$ cat src/rtl/chunk_accum_if.sv
// rtl/chunk_accum_if.sv - issue/tree/result signal bundle for chunk_accum.
// master = issuer, tree and consumer side; slave = chunk_accum.
interface chunk_accum_if #(
  parameter int NBitsIn  = 16,
  parameter int NBitsOut = 24
);
  logic                       issue_valid_in;
  logic                       issue_last_in;
  logic                       issue_ready_out;
  logic signed [NBitsIn-1:0]  sum_in;
  logic signed [NBitsOut-1:0] out_data;
  logic                       out_sat;
  logic                       out_valid;
  logic                       out_ready_in;

  modport master (
    output issue_valid_in, issue_last_in, sum_in, out_ready_in,
    input  issue_ready_out, out_data, out_sat, out_valid
  );

  modport slave (
    input  issue_valid_in, issue_last_in, sum_in, out_ready_in,
    output issue_ready_out, out_data, out_sat, out_valid
  );
endinterface

$ cat src/rtl/chunk_accum.sv
// rtl/chunk_accum.sv - saturating row accumulator behind the adder tree,
// with a valid/last delay line, result FIFO and credit backpressure.
module chunk_accum #(
  parameter int NBitsIn     = 16,
  parameter int NBitsOut    = 24,
  parameter int TreeLatency = 3,
  parameter int OutDepth    = 4
) (
  input  logic         clk_in,
  input  logic         rst_in,
  chunk_accum_if.slave bus
);
  localparam int PtrW = (OutDepth > 1) ? $clog2(OutDepth) : 1;
  localparam int CntW = $clog2(OutDepth + 1);
  localparam int CrW  = $clog2(OutDepth + TreeLatency + 1) + 1;
  localparam logic [PtrW-1:0] PtrLast = PtrW'(OutDepth - 1);
  localparam logic signed [NBitsOut:0] MaxV = {2'b00, {(NBitsOut-1){1'b1}}};
  localparam logic signed [NBitsOut:0] MinV = {2'b11, {(NBitsOut-1){1'b0}}};

  logic [TreeLatency-1:0]     dl_v;
  logic [TreeLatency-1:0]     dl_l;
  logic                       tap_v;
  logic                       tap_l;
  logic                       fire;

  logic signed [NBitsOut-1:0] acc;
  logic                       sticky;
  logic signed [NBitsOut:0]   acc_ext;
  logic signed [NBitsOut:0]   sum_ext;
  logic signed [NBitsOut:0]   nxt;
  logic signed [NBitsOut-1:0] clamped;
  logic                       sat;

  logic signed [NBitsOut-1:0] mem_data [OutDepth];
  logic                       mem_sat  [OutDepth];
  logic [PtrW-1:0]            wr_ptr;
  logic [PtrW-1:0]            rd_ptr;
  logic [CntW-1:0]            count;
  logic                       push;
  logic                       pop;

  logic [CrW-1:0]             inflight;
  logic [CrW-1:0]             credits;

  function automatic logic [PtrW-1:0] ptr_inc(input logic [PtrW-1:0] p);
    return (p == PtrLast) ? '0 : p + PtrW'(1);
  endfunction

  assign fire  = bus.issue_valid_in & bus.issue_ready_out;
  assign tap_v = dl_v[TreeLatency-1];
  assign tap_l = dl_l[TreeLatency-1];
  assign push  = tap_v & tap_l;
  assign pop   = (count != '0) & bus.out_ready_in;

  // Extra headroom bit lets the overflow test happen before truncation.
  assign acc_ext = {acc[NBitsOut-1], acc};
  assign sum_ext = {{(NBitsOut + 1 - NBitsIn){bus.sum_in[NBitsIn-1]}}, bus.sum_in};

  always_comb begin
    nxt     = acc_ext + sum_ext;
    clamped = nxt[NBitsOut-1:0];
    sat     = 1'b0;
    if (nxt > MaxV) begin
      clamped = MaxV[NBitsOut-1:0];
      sat     = 1'b1;
    end else if (nxt < MinV) begin
      clamped = MinV[NBitsOut-1:0];
      sat     = 1'b1;
    end
  end

  // Every last chunk still in the tree already owns a FIFO slot, including
  // the one at the tap that is being pushed this cycle.
  always_comb begin
    inflight = '0;
    for (int i = 0; i < TreeLatency; i++) begin
      inflight = inflight + CrW'(dl_l[i]);
    end
    credits = CrW'(OutDepth) - CrW'(count) - inflight;
  end

  assign bus.issue_ready_out = (credits != '0);
  assign bus.out_valid       = (count != '0);
  assign bus.out_data        = mem_data[rd_ptr];
  assign bus.out_sat         = mem_sat[rd_ptr];

  always_ff @(posedge clk_in) begin
    if (rst_in) begin
      dl_v   <= '0;
      dl_l   <= '0;
      acc    <= '0;
      sticky <= 1'b0;
    end else begin
      dl_v[0] <= fire;
      dl_l[0] <= fire & bus.issue_last_in;
      for (int i = 1; i < TreeLatency; i++) begin
        dl_v[i] <= dl_v[i-1];
        dl_l[i] <= dl_l[i-1];
      end
      if (tap_v) begin
        if (tap_l) begin
          acc    <= '0;
          sticky <= 1'b0;
        end else begin
          acc    <= clamped;
          sticky <= sticky | sat;
        end
      end
    end
  end

  always_ff @(posedge clk_in) begin
    if (rst_in) begin
      wr_ptr <= '0;
      rd_ptr <= '0;
      count  <= '0;
      for (int i = 0; i < OutDepth; i++) begin
        mem_data[i] <= '0;
        mem_sat[i]  <= 1'b0;
      end
    end else begin
      if (push) begin
        mem_data[wr_ptr] <= clamped;
        mem_sat[wr_ptr]  <= sticky | sat;
        wr_ptr           <= ptr_inc(wr_ptr);
      end
      if (pop) begin
        rd_ptr <= ptr_inc(rd_ptr);
      end
      count <= count + CntW'(push) - CntW'(pop);
    end
  end
endmodule

$ cat src/flat_wrapper.sv
// flat-port wrapper written by rule: the top's interface ports become plain ports
module chunk_accum_flat 
#(
  parameter int NBitsIn     = 16,
  parameter int NBitsOut    = 24,
  parameter int TreeLatency = 3,
  parameter int OutDepth    = 4
)
  (clk_in, rst_in, bus_issue_valid_in, bus_issue_last_in, bus_sum_in, bus_out_ready_in, bus_issue_ready_out, bus_out_data, bus_out_sat, bus_out_valid);
  chunk_accum_if #(.NBitsIn(NBitsIn), .NBitsOut(NBitsOut)) bus_i ();
  input  logic clk_in;
  input  logic rst_in;
  input wire logic [$bits(bus_i.issue_valid_in)-1:0] bus_issue_valid_in;
  input wire logic [$bits(bus_i.issue_last_in)-1:0] bus_issue_last_in;
  input wire logic [$bits(bus_i.sum_in)-1:0] bus_sum_in;
  input wire logic [$bits(bus_i.out_ready_in)-1:0] bus_out_ready_in;
  output wire logic [$bits(bus_i.issue_ready_out)-1:0] bus_issue_ready_out;
  output wire logic [$bits(bus_i.out_data)-1:0] bus_out_data;
  output wire logic [$bits(bus_i.out_sat)-1:0] bus_out_sat;
  output wire logic [$bits(bus_i.out_valid)-1:0] bus_out_valid;
  assign bus_i.issue_valid_in = bus_issue_valid_in;
  assign bus_i.issue_last_in = bus_issue_last_in;
  assign bus_i.sum_in = bus_sum_in;
  assign bus_i.out_ready_in = bus_out_ready_in;
  assign bus_issue_ready_out = bus_i.issue_ready_out;
  assign bus_out_data = bus_i.out_data;
  assign bus_out_sat = bus_i.out_sat;
  assign bus_out_valid = bus_i.out_valid;
  chunk_accum #(.NBitsIn(NBitsIn), .NBitsOut(NBitsOut), .TreeLatency(TreeLatency), .OutDepth(OutDepth)) u_core (.clk_in(clk_in), .rst_in(rst_in), .bus(bus_i));
endmodule
$ cat config.mk
export PLATFORM = sky130hd
export DESIGN_NAME = chunk_accum_flat
export DESIGN_NICKNAME = d
export VERILOG_FILES = /design/src/rtl/chunk_accum_if.sv /design/src/rtl/chunk_accum.sv /design/src/flat_wrapper.sv
export SDC_FILE = /design/constraint.sdc
export NUM_CORES = 1
export LEC_CHECK = 0
export ABC_AREA = 1
export BUFFER_PORTS_ARGS = -buffer_cell sky130_fd_sc_hd__buf_2
export CAP_MARGIN = 30
export CELL_PAD_IN_SITES_DETAIL_PLACEMENT = 0
export CELL_PAD_IN_SITES_GLOBAL_PLACEMENT = 2
export CORE_UTILIZATION = 34
export CTS_CLUSTER_DIAMETER = 200
export CTS_CLUSTER_SIZE = 14
export DETAILED_ROUTE_END_ITERATION = 12
export PLACE_DENSITY_LB_ADDON = 0.1
export SYNTH_ARGS = -nofsm -noshare
export SYNTH_HDL_FRONTEND = slang
export SYNTH_SLANG_ARGS = --single-unit
$ cat constraint.sdc
create_clock -name clk_in -period 2.4 [get_ports clk_in]
set_input_delay 0.48 -clock clk_in [delete_from_list [all_inputs] [get_ports clk_in]]
set_output_delay 0.48 -clock clk_in [all_outputs]
set_load 0.02 [all_outputs]
# Word level (Yosys, flattened, before mapping)

Memory sizes are Yosys's and may differ from the RTL's. A register that Yosys moved wholly into a read port is not among the register bits.
Cells that the tools add are included.

Magnitude comparators: 2
Bitwise operators: 5
Equality and inequality tests: 2
$add $sub $neg: 9
Reduce and logical (&&, ||, !) cells: 4
Muxes and demuxes: 23

Operator list:

| kind                 | number |
|---|---|
| $mux 24              | 4 |
| $add 24x16->25       | 1 |
| $gt 25x24->1 const B | 1 |
| $lt 25x24->1 const B | 1 |
| $reduce_or 24->1     | 1 |
| $mux 2               | 8 |
| $mux 1               | 11 |
| $add 2x1->2 const B  | 2 |
| $add 4x1->4          | 1 |
| $and 1x1->1          | 4 |
| $eq 2x2->1 const B   | 2 |
| $reduce_bool 4->1    | 1 |
| $sub 3x3->4 const A  | 1 |
| $sub 4x4->4          | 1 |
| $add 3x1->3          | 1 |
| $reduce_bool 3->1    | 1 |
| $sub 3x1->3          | 1 |
| $add 1x1->2          | 1 |
| $or 1x1->1           | 1 |
| $reduce_or 1->1      | 1 |

Memories kept: 2
Output and inout port bits: 27
Register bits: 38
Bits in writable memories: 100

Memory list:

| name            | words | bits a word | read ports | clocked after memory_dff | write ports | RTL line          | text |
|---|---|---|---|---|---|---|---|
| u_core.mem_data | 4     | 24          | 1          | 1                        | 4           | chunk_accum.sv:34 | `logic signed [NBitsOut-1:0] mem_data [OutDepth];` |
| u_core.mem_sat  | 4     | 1           | 1          | 1                        | 4           | chunk_accum.sv:35 | `logic mem_sat [OutDepth];` |

# Longest topological paths before layout

Gate-level depths: netlist (run 1).

Word-level depth: 6
Mapped depth: 17

# Least setup slack after synthesis (run 1)

OpenSTA, ideal clock, no wires.

Path kind: input port to flip-flop
From: input rst_in
To: memory u_core.mem_data[2][0], enable pin
Setup slack: -0.192 ns
Cell stages on the path: 9
Data arrival time: 2.210 ns
Cell sequence: buf_2 > nor2_1 > clkinv_1 > nor2_1 > inv_1 > nor2_1 > clkinv_1 > clkbuf_1 > nand2_1

RTL lines:

| item               | RTL line           | text |
|---|---|---|
| start: declaration | flat_wrapper.sv:12 | `input logic rst_in;` |
| end: declaration   | chunk_accum.sv:34  |  |

# Worst setup path in the final report (run 1)

From: register u_core.dl_l[2]
To: output bus_issue_ready_out

Word-level cells in the longest chain between the ends: 3

Ends and longest elaborated chain:

| item                             | RTL line           | text |
|---|---|---|
| start: declaration               | chunk_accum.sv:21  | `logic [TreeLatency-1:0] dl_l;` |
| start signal: indexed assignment | chunk_accum.sv:98  | `dl_l[i] <= dl_l[i-1];` |
| $add 4x1->4                      | chunk_accum.sv:77  | `inflight = inflight + CrW'(dl_l[i]);` |
| $sub 4x4->4                      | chunk_accum.sv:79  | `credits = CrW'(OutDepth) - CrW'(count) - inflight;` |
| $reduce_bool 4->1                | chunk_accum.sv:82  | `assign bus.issue_ready_out = (credits != '0);` |
| end: declaration                 | flat_wrapper.sv:17 | `output wire logic [$bits(bus_i.issue_ready_out)-1:0] bus_issue_ready_out;` |

Every way passes these cells.

==> results of run 1 <==
-- worst max-delay path by stage --
stage,to
floorplan,u_core.mem_data[0][4]
global placement,u_core.mem_sat[1]
detailed placement,u_core.mem_data[2][6]
CTS,bus_issue_ready_out
global route,bus_issue_ready_out
finish,bus_issue_ready_out
-- through the flow --
step	instance area, µm²	setup TNS [ns]	hold slack (ns)	power (mW)	setup slack [ns]
floorplan	7905	0	0.3883	4.589	0.002787
global placement	9321	-37.48	0.3988	5.686	-0.4001
detailed placement	9321	-38.53	0.3965	5.688	-0.3903
CTS	10280	-1.948	0.2963	8.633	-0.4797
global route	11250	-14.71	0.2931	9.417	-0.5725
finish	11250	-3.289	0.3009	8.905	-0.4639
-- state kept, by name, summed over array words and instances (netlist names), named ones only --
name,flops
u_core.acc,24
u_core.count,3
u_core.dl_l,3
u_core.dl_v,3
u_core.mem_data,96
u_core.mem_sat,4
u_core.rd_ptr,2
u_core.sticky,1
u_core.wr_ptr,2
-- worst min-delay path, stage by stage --
cell	delay, ns
buf_2	0.11
nand2_4	0.06
nor2_2	0.03
-- cell usage in the layout (no fill, tap or decap), drive strengths merged, types with 2 or more instances in the layout --
cell and instances:
nand2 266, nor2 177, buf 177, inv 111
edfxtp 100, o21ai 54, a21oi 44, dfxtp 40
ha 32, o22ai 25, clkbuf 20, nand3 20
xor2 12, nand4 10, clkinv 10, o21bai 8
nor3 4, nand3b 4, fa 4, bufinv 3
xnor2 3, and2 2
-- repair_timing --
action	in CTS	in global routing
cloned	3	0
setup endpoints to repair	118	123
pin swaps	26	66
hold buffers	0	0
resized for setup	73	216
buffers inserted	3	9
-- kinds of logic after synthesis --
family                     after synthesis
adders and majority gates               36
AOI/OAI and AO/OA                      136
buffers and inverters                  147
xor gates and xnor gates                15
and+or+nand+nor                        482
DFF                                    140
-- routing by layer --
metal  vias up  wire (µm)  GRT usage, %  share of wire, %
li1       3439          -             -                 -
met1      3086      10790         26.82                48
met2        81      11050         33.55                49
met3        14        536         2.255               2.4
met4         0        230         5.095               1.0
met5         -          0             0                 0
-- power groups by stage --
stage	sequential, mW	clock, mW	combinational [mW]
3_3_place_gp	2.86	0	2.82
3_5_place_dp	2.86	0	2.82
2_1_floorplan	2.85	0	1.74
5_1_grt	2.85	2.84	3.73
6_report	2.83	2.70	3.38
4_1_cts	2.82	2.76	3.05
-- area by class of cell --
| cell class | count | area [µm²] |
|---|---|---|
| clock buffer | 19 | 432.9 |
| sequential | 140 | 3815 |
| tap | 285 | 356.6 |
| multi-input combinational | 672 | 4662 |
| clock inverter | 13 | 165.2 |
| timing repair buffer | 178 | 1378 |
| fill | 2164 | 11390 |
| inverter | 112 | 437.9 |
==> results.md, run 1 <==
- Count of input and output buffers: 47
- Synth top area share: 38.17%
- Placed cell count: between 1,000 and 1,500
- Violated checks: setup timing
- Max clock buf depth: 2
- Max Cap Viol: 0
- Internal power: 5.699 mW
- Num CTS Buffers: 17
- CP required: 1.92 ns
- Placer's final routability congestion estimate: slightly above 0.8
- Result of the run: finished with violations
- First-pass GRT wire length: roughly 36,000 µm
- RSZ-0062 raised after global routing: true
- Net Sw Power: roughly 3.2 mW
- Die footprint: 23,750 µm²
- Hold Vio Cnt, Final: 0
- Clock Tree Root: clkbuf_16
- Adder-Cell Fraction of Synth Area: ~6%
- Net Sw Frac: a little over a third
- Leak: 5.004 nW
- Final Cycle Share: 119.3%
- Post-DP HPWL: around 16,000 µm
- Tmin final: 2.864 ns
- Cell Count, Final, Fillers Out: approximately 1,400
- Number of synthesized register bits: between 100 and 150
- DR pass1 iterations: 4
- Number of synthesized flops with an enable pin: 100
- Post-synthesis compound-gate area fraction: 10.45%
- Post-Route WL: around 23,000 µm
- Worst-path clk slew: around 0.06 ns
- Combinational power share: between 30% and 40%
- Wirelength per Cell: ~16 µm
- Synth area leaders: edfxtp_1 38%, nand2_1 10%, dfxtp_1 10%, nor2_1 8.3%, ha_1 5.1%
- Critical Path AT: about 2.4 ns
- Fraction of layout cells with a size suffix above 1: roughly two fifths
- Simple-Gate Fraction of Synth Area: between 20% and 30%
- Row cnt: 55
- Total number of vias: 6,620
- CTS tree: built
- Synth Area in XOR/XNOR: under 10%
- CP most frequent cell: fa_1
- Slew @ Worst Pin: about 0.56 ns
- Syn Area/Cell: 8.230 µm²
- Post-layout util: between 40% and 50%
- H-tree depth: 4
- Hold endpoint: u_core.dl_v[0]
- Final nets: about 1,200
- Area leader, netlist: edfxtp_1
- Initial Util: a little over a third
- Drt drc: 0
- Worst path slowest cell: fa_1
- Seq pwr share: 31.8%
- Max VDD drop: about 0.48 mV
- Cells after synthesis: between 900 and 1,000
- Critical Path Fanout Max: 2
- Setup slack, reg-to-reg: -0.10 ns
- ANT cells: 0
- Reg2Reg Launch Point: u_core.acc[0]
- Worst Hold Depth: 3
- Clock latency on the worst-skew pair: 0.42 ns
- Worst setup startpoint: u_core.dl_l[2]
- Vias in the first global route: 6,530
- Synthesized cell area: a little under 8000 µm²
- Capturing point of the worst reg2reg path: u_core.mem_data[0][14]
- Synthesized Nets: 1,013
- Skew final: roughly 0.018 ns
- Kind of cell adding the most delay to the critical path: adder cells
- Die width: roughly 150 µm
- Global-route usage over all layers: between 10% and 20%
- # clock sinks: 140
- Combinational family with the most area after synthesis: simple AND/OR/NAND/NOR gates
- Initial antenna violation count: 0
- Sequential fraction of the synthesis area: 48.35%
- CP Depth: 8
- Die height: approximately 150 µm
- Vias per std cell: roughly 4.7
- Part of the power in the clock network: between 30% and 40%
- Mux cell area share after synthesis: 0%
- Top post-synthesis cells by count: 219 x nand2_1, 173 x nor2_1, 103 x inv_1
- Post-route ant nets: 0
- Core Area: between 20,000 and 25,000 µm²
- First-iteration detailed-routing DRC count: approximately 340
- GRT overflow: 0
- Min-Delay Path Class: in -> reg
- Startpoint types: flip-flop
- PD cells: 791.8 nW/µm²
- FMAX: 0.3492 GHz
- Synth cell types: 38
- Crit path kind: reg -> out
- Buf+Inv Stages, Crit Path: 3
- Layout area overhead: 42.95%
- Critical Path, Cell by Cell: ha_4, fa_1, inv_1, ha_2, inv_2, fa_1, nand3b_1, buf_6
- Synth Flop Type: edfxtp_1
- Worst Reg-to-Reg Cells: 16
- Final setup fails: just over 70
- Hold Startpoint: bus_issue_valid_in
- Largest net degree at the start of global routing: a little over 50
- Synth warnings: 0
- Most common cell in the synthesized netlist: nand2_1
- Max incr delay on CP: between 0.4 and 0.5 ns
- Slew HR: 62.34%
- Io pins: 48
- Post-synthesis async set-or-reset flop share: 0%
- Final Max Tran Viols: 0
- Critical path endpoint category: output pin
- Setup ws final: -0.4639 ns
No activity file was read; power rests on OpenSTA's default activity.
==> inputs of run 2 (changes only) <==
--- a/config.mk
+++ b/config.mk
@@ -16,2 +16,3 @@
 export DETAILED_ROUTE_END_ITERATION = 12
+export GPL_ROUTABILITY_DRIVEN = 0
 export PLACE_DENSITY_LB_ADDON = 0.1
==> constraint.sdc (replaced) <==
create_clock -name clk_in -period 2.4 [get_ports clk_in]
set_input_delay 0.12 -clock clk_in [delete_from_list [all_inputs] [get_ports clk_in]]
set_output_delay 0.12 -clock clk_in [all_outputs]
set_load 0.02 [all_outputs]
==> results.md, run 2 (synthesized netlist as in run 1, its figures left out) <==
- Hold Vio Cnt, Final: 0 (unchanged)
- Core Area: 22,640 µm² (unchanged)
- Skew final: 0.02123 ns (was 0.01752 ns)
- Kind of cell adding the most delay to the critical path: adder cells (unchanged)
- Worst path slowest cell: fa_1 (unchanged)
- Critical path endpoint category: output pin (unchanged)
- Largest register by flop count: u_core.mem_data (unchanged)
- Vias per std cell: 4.666 (was 4.665)
- Violated checks: setup timing (unchanged)
- Number of fill cells in the layout: 2,173 (was 2,164)
- Final nets: 1,141 (was 1,178)
- Slew @ Worst Pin: 0.6103 ns (was 0.5649 ns)
- Min-Delay Path Class: in -> reg (unchanged)
- Drt drc: 0 (unchanged)
- Slew HR: 59.27% (was 62.34%)
- Initial antenna violation count: 0 (unchanged)
- Fraction of layout cells with a size suffix above 1: 37.56% (was 41.18%)
- Die width: 154.1 µm (unchanged)
- Wirelength per Cell: 16.06 µm (was 15.93 µm)
- Placed cell count: 1,336 (was 1,375)
- Count of input and output buffers: 47 (unchanged)
- First-pass GRT wire length: 34,180 µm (was 35,740 µm)
- Critical Path Fanout Max: 2 (unchanged)
- Max VDD drop: 0.3517 mV (was 0.4789 mV)
- # clock sinks: 140 (unchanged)
- Die height: 154.1 µm (unchanged)
- PD cells: 812.7 nW/µm² (was 791.8 nW/µm²)
- CP required: 2.28 ns (was 1.92 ns)
- Crit path kind: reg -> out (unchanged)
- Largest net degree at the start of global routing: 51 (unchanged)
- Final Cycle Share: 104.3% (was 119.3%)
- Cell Count, Final, Fillers Out: 1,382 (was 1,419)
- Top flop regs: u_core.mem_data (96), u_core.acc (24), u_core.mem_sat (4) (unchanged)
- Critical Path, Cell by Cell: ha_2, fa_1, inv_1, ha_2, inv_1, fa_1, nand3b_1, buf_6 (was ha_4, fa_1, inv_1, ha_2, inv_2, fa_1, nand3b_1, buf_6)
- GRT overflow: 0 (unchanged)
- RSZ-0062 raised after global routing: true (unchanged)
- Global-route usage over all layers: 19.06% (was 19.81%)
- H-tree depth: 4 (unchanged)
- Row cnt: 55 (unchanged)
- Most common cell after layout, fill and taps aside: nand2_1 (unchanged)
- Max incr delay on CP: 0.48 ns (about the same)
- Post-route ant nets: 0 (unchanged)
- Setup slack, reg-to-reg: -0.08 ns (was -0.10 ns)
- Startpoint types: flip-flop (unchanged)
- CTS tree: built (unchanged)
- Max clock buf depth: 2 (unchanged)
- Result of the run: finished with violations (unchanged)
- Post-Route WL: 22,200 µm (was 22,600 µm)
- Final Max Tran Viols: 0 (unchanged)
- Most frequent cells in the layout: 160 x nand2_1, 134 x nor2_1, 100 x edfxtp_1 (was 154 x nand2_1, 124 x nor2_1, 112 x buf_4)
- Critical Path AT: 2.38 ns (about the same)
- FMAX: 0.3996 GHz (was 0.3492 GHz)
- Final setup fails: 14 (was 71)
- Leak: 4.811 nW (was 5.004 nW)
- Tmin final: 2.502 ns (was 2.864 ns)
- Setup ws final: -0.1025 ns (was -0.4639 ns)
- Clock latency on the worst-skew pair: 0.43 ns (was 0.42 ns)
- Largest register FFs: 96 (unchanged)
- Post-DP HPWL: 15,100 µm (was 15,640 µm)
- Max Cap Viol: 0 (unchanged)
- First-iteration detailed-routing DRC count: 253 (was 336)
- Num CTS Buffers: 17 (unchanged)
- Layout area overhead: 38.07% (was 42.95%)
- ANT cells: 0 (unchanged)
- Vias in the first global route: 6,210 (was 6,530)
- Initial Util: 34.75% (unchanged)
- Pwr Total: 8.829 mW (was 8.905 mW)
- Clock Tree Root: clkbuf_16 (unchanged)
- Total number of vias: 6,448 (was 6,620)
- Die footprint: 23,750 µm² (unchanged)
- Buf+Inv Stages, Crit Path: 3 (unchanged)
- Worst-path clk slew: 0.07 ns (was 0.06 ns)
- Io pins: 48 (unchanged)
- DR pass1 iterations: 5 (was 4)
-- run 2: cell types whose count changed in the layout (fill, tap and decap cells not counted), sizes merged --
cell and delta:
buf -40, dlygate4sd3 +2, inv +1, clkinv -1
bufinv +1
-- run 2: per-stage QoR --
| step | util (%) | setup WS, ns | hold slack [ns] | TNS, ns | area, µm² |
|---|---|---|---|---|---|
| finish | 47.98 | -0.1025 | 0.1075 | -0.6370 | 10860 |
| global route | 47.98 | -0.2325 | 0.1536 | -11.86 | 10860 |
| CTS | 43.06 | -0.1079 | 0.08297 | -0.1079 | 9748 |
| detailed placement | 39.75 | -0.1900 | 0.3874 | -9.158 | 8999 |
| global placement | 39.75 | -0.1415 | 0.3815 | -5.789 | 8999 |
| floorplan | - | 0.02672 | 0.2656 | 0 | 7868 |
-- run 2: worst register-to-register path, delay by kind of cell (launching register included) --
| kind | cells | cell delay (ns) |
|---|---|---|
| compound gates | 1 | 0.14 |
| simple gates | 11 | 1.14 |
| flops | 1 | 0.35 |
| fa+ha+maj | 2 | 0.46 |
| buf+inv | 3 | 0.31 |
-- run 2: final timing paths --
kind / startpoint / to / depth (start not counted)
min reg2reg: u_core.dl_v[0] / u_core.dl_v[1] / 2
max: u_core.dl_l[0] / bus_issue_ready_out / 8
min: bus_out_ready_in / flip-flop / 4
max reg2reg: u_core.acc[0] / u_core.acc[11] / 17
-- run 2: area by class of cell --
class | instances | area (µm²) | share of cell area, %
clock buffers | 18 | 429.2 | 3.951
clock inverters | 14 | 191.4 | 1.762
inverters | 112 | 430.4 | 3.962
multi-input cells | 672 | 4532 | 41.72
flip-flops and latches | 140 | 3819 | 35.15
well taps | 285 | 356.6 | 3.283
repair buffers | 141 | 1105 | 10.17
-- run 2: timing repair --
| action | 4_1_cts | 5_1_grt |
|---|---|---|
| buffers inserted | 2 | 6 |
| hold buffers | 2 | 0 |
| cloned | 1 | 4 |
| endpoints found under the setup margin | 109 | 121 |
| pin swaps | 6 | 65 |
| resized for setup | 24 | 244 |
| hold endpoints to repair | 2 | 0 |
-- run 2: routing by layer --
layer / share of wire (%) / wire length (µm) / GRT usage, % / vias up
li1: - / - / - / 3365
met1: 48 / 10580 / 25.57 / 2985
met5: 0 / 0 / 0 / -
met4: 0.70 / 155 / 5.143 / 0
met2: 49 / 10850 / 32.03 / 87
met3: 2.7 / 608 / 2.706 / 11
-- run 2: where the power goes --
part	leakage (nW)	internal, mW	switching [mW]
Clock	0.303	1.74	1.05
Combinational	3.15	1.21	1.99
Sequential	1.36	2.74	0.0956
==> inputs of run 3 (changes only) <==
ABC_CLOCK_PERIOD_IN_PS = 2400   (was not set)
GPL_TIMING_DRIVEN = 0   (was not set)
RECOVER_POWER = 100   (was not set)
==> results.md, run 3 (synthesized netlist as in run 1, its figures left out) <==
- Result of the run: finished with violations (unchanged)
- Violated checks: setup timing (unchanged)
- Final nets: 1,113 (was 1,141)
- Final Cycle Share: 103.8% (was 104.3%)
- Io pins: 48 (unchanged)
- Drt drc: 0 (unchanged)
- Pwr Total: 8.719 mW (was 8.829 mW)
- Initial Util: 34.75% (unchanged)
- Num CTS Buffers: 17 (unchanged)
- Layout area overhead: 34.61% (was 38.07%)
- Wirelength per Cell: 16.86 µm (was 16.06 µm)
- CTS tree: built (unchanged)
- PD cells: 823.3 nW/µm² (was 812.7 nW/µm²)
- CP most frequent cell: nand2_4
- Clock latency on the worst-skew pair: 0.42 ns (was 0.43 ns)
- ANT cells: 0 (unchanged)
- Vias per std cell: 4.715 (was 4.666)
- Capturing point of the worst reg2reg path: u_core.mem_data[0][12] (was u_core.acc[11])
- First-iteration detailed-routing DRC count: 259 (was 253)
- Core Area: 22,640 µm² (unchanged)
- Max clock buf depth: 2 (unchanged)
- # clock sinks: 140 (unchanged)
- Crit path kind: reg -> reg (was reg -> out)
- Post-DP HPWL: 16,770 µm (was 15,100 µm)
- Row cnt: 55 (unchanged)
- Worst-path clk slew: 0.06 ns (was 0.07 ns)
- Vias in the first global route: 6,408 (was 6,210)
- Worst setup startpoint: u_core.acc[19] (was u_core.dl_l[0])
- Global-route usage over all layers: 20.05% (was 19.06%)
- Placed cell areas: 8552 µm² (was 8999 µm²)
- Reg2Reg Launch Point: u_core.acc[19] (was u_core.acc[0])
- Setup slack, reg-to-reg: -0.09 ns (was -0.08 ns)
- DR pass1 iterations: 4 (was 5)
- Final TNS setup: -4.705 ns (was -0.6370 ns)
- GRT overflow: 0 (unchanged)
- CP required: 2.54 ns (was 2.28 ns)
- Setup ws final: -0.09199 ns (was -0.1025 ns)
- Min-Delay Path Class: in -> reg (unchanged)
- Die footprint: 23,750 µm² (unchanged)
- Die width: 154.1 µm (unchanged)
- Largest register by flop count: u_core.mem_data (unchanged)
- Setup WS pre-CTS: -0.8903 ns (was -0.1900 ns)
- Critical Path Fanout Max: 5 (was 2)
- Initial antenna violation count: 0 (unchanged)
- Leak: 4.530 nW (was 4.811 nW)
- Hold Vio Cnt, Final: 0 (unchanged)
- Slew @ Worst Pin: 0.9446 ns (was 0.6103 ns)
- Max Cap Viol: 0 (unchanged)
- First-pass GRT wire length: 35,530 µm (was 34,180 µm)
- Count of input and output buffers: 46 (was 47)
- Slew HR: 37.03% (was 59.27%)
- Top flop regs: u_core.mem_data (96), u_core.acc (24), u_core.mem_sat (4) (unchanged)
- Post-route ant nets: 0 (unchanged)
- Worst Reg-to-Reg Cells: 12 (was 17)
- Total number of vias: 6,384 (was 6,448)
- Final Max Tran Viols: 0 (unchanged)
- Worst setup path endpoint: u_core.mem_data[0][12] (was bus_issue_ready_out)
- Largest register FFs: 96 (unchanged)
- Critical Path AT: 2.63 ns (was 2.38 ns)
- Post-Route WL: 22,830 µm (was 22,200 µm)
- Die height: 154.1 µm (unchanged)
- Most common cell after layout, fill and taps aside: nand2_1 (unchanged)
- Clock Tree Root: clkbuf_16 (unchanged)
- Design area: 10,590 µm² (was 10,860 µm²)
- Fraction of layout cells with a size suffix above 1: 30.87% (was 37.56%)
- Final setup fails: 96 (was 14)
- Max VDD drop: 0.5262 mV (was 0.3517 mV)
- FMAX: 0.4013 GHz (was 0.3996 GHz)
- Startpoint types: flip-flop (unchanged)
- Critical Path, Cell by Cell: ha_1, a21oi_1, nand2_1, a21oi_2, nand4_1, nand2_4, nand2_8, buf_8, nand2_2, nand2_4, nand2_4, nor2_1 (was ha_2, fa_1, inv_1, ha_2, inv_1, fa_1, nand3b_1, buf_6)
- RSZ-0062 raised after global routing: true (unchanged)
- Largest net degree at the start of global routing: 17 (was 51)
- Max incr delay on CP: 0.35 ns (was 0.48 ns)
- Skew final: 0.01130 ns (was 0.02123 ns)
- Critical path endpoint category: flip-flop (was output pin)
- Tmin final: 2.492 ns (was 2.502 ns)
- H-tree depth: 4 (unchanged)
- Most frequent cells in the layout: 166 x nand2_1, 145 x nor2_1, 100 x edfxtp_1 (was 160 x nand2_1, 134 x nor2_1, 100 x edfxtp_1)
- Worst path slowest cell: ha_1 (was fa_1)
run 3: layout make-up:
class	count	area, µm²
Clock buffer	17	425.4
Inverter	112	484.2
Multi-Input combinational cell	670	4412
Timing Repair Buffer	80	714.4
Fill cell	2219	12050
Buffer	35	211.5
Clock inverter	15	173.9
Tap cell	285	356.6
Sequential cell	140	3812
run 3: metrics by stage:
stage / hold slack [ns] / util (%) / instances
after global routing: 0.1373 / 46.78 / 1354
after detailed placement: 0.3902 / 37.77 / 1291
after floorplan: 0.2656 / - / 956
after global placement: 0.3711 / 37.34 / 1287
final: 0.1216 / 46.78 / 1354
after CTS: 0.1035 / 43.38 / 1343
run 3: what timing repair did:
action / CTS / global route
endpoints found under the hold margin: 3 / 0
setup endpoints to repair: 200 / 160
hold buffers: 3 / 0
cloned: 3 / 2
buffers inserted: 14 / 9
pin swaps: 16 / 24
resized for setup: 128 / 137
run 3: critical path, delay by kind of cell (launching register included):
family | cells | cell delay, ns
AO/OA/AOI/OAI | 2 | 0.53
adder cells (fa/ha/maj) | 1 | 0.35
buffers and inverters | 1 | 0.16
flip-flops | 1 | 0.32
AND/OR/NAND/NOR | 8 | 0.85
run 3: layer usage:
metal,track usage [%],up-vias,part of all wire [%]
met3,3.016,14,2.0
met2,36.15,77,51
met5,0,-,0
met1,25.17,2978,46
met4,4.333,0,0.71
li1,-,3315,-
run 3: how the worst min path moves through the flow:
stage | from | endpoint | slack (ns) | cells past startpoint
2_1_floorplan | bus_issue_valid_in | u_core.dl_v[0] | 0.27 | 2
3_3_place_gp | bus_issue_valid_in | u_core.dl_v[0] | 0.37 | 3
3_5_place_dp | bus_issue_last_in | u_core.dl_l[0] | 0.39 | 2
4_1_cts | bus_out_ready_in | u_core.rd_ptr[1] | 0.10 | 4
5_1_grt | bus_out_ready_in | u_core.rd_ptr[1] | 0.14 | 4
6_report | bus_out_ready_in | u_core.rd_ptr[1] | 0.12 | 4
run 3: power by group:
group          switching (mW)  internal, mW
combinational            2.04          1.18
sequential              0.106          2.73
clock                    1.03          1.63
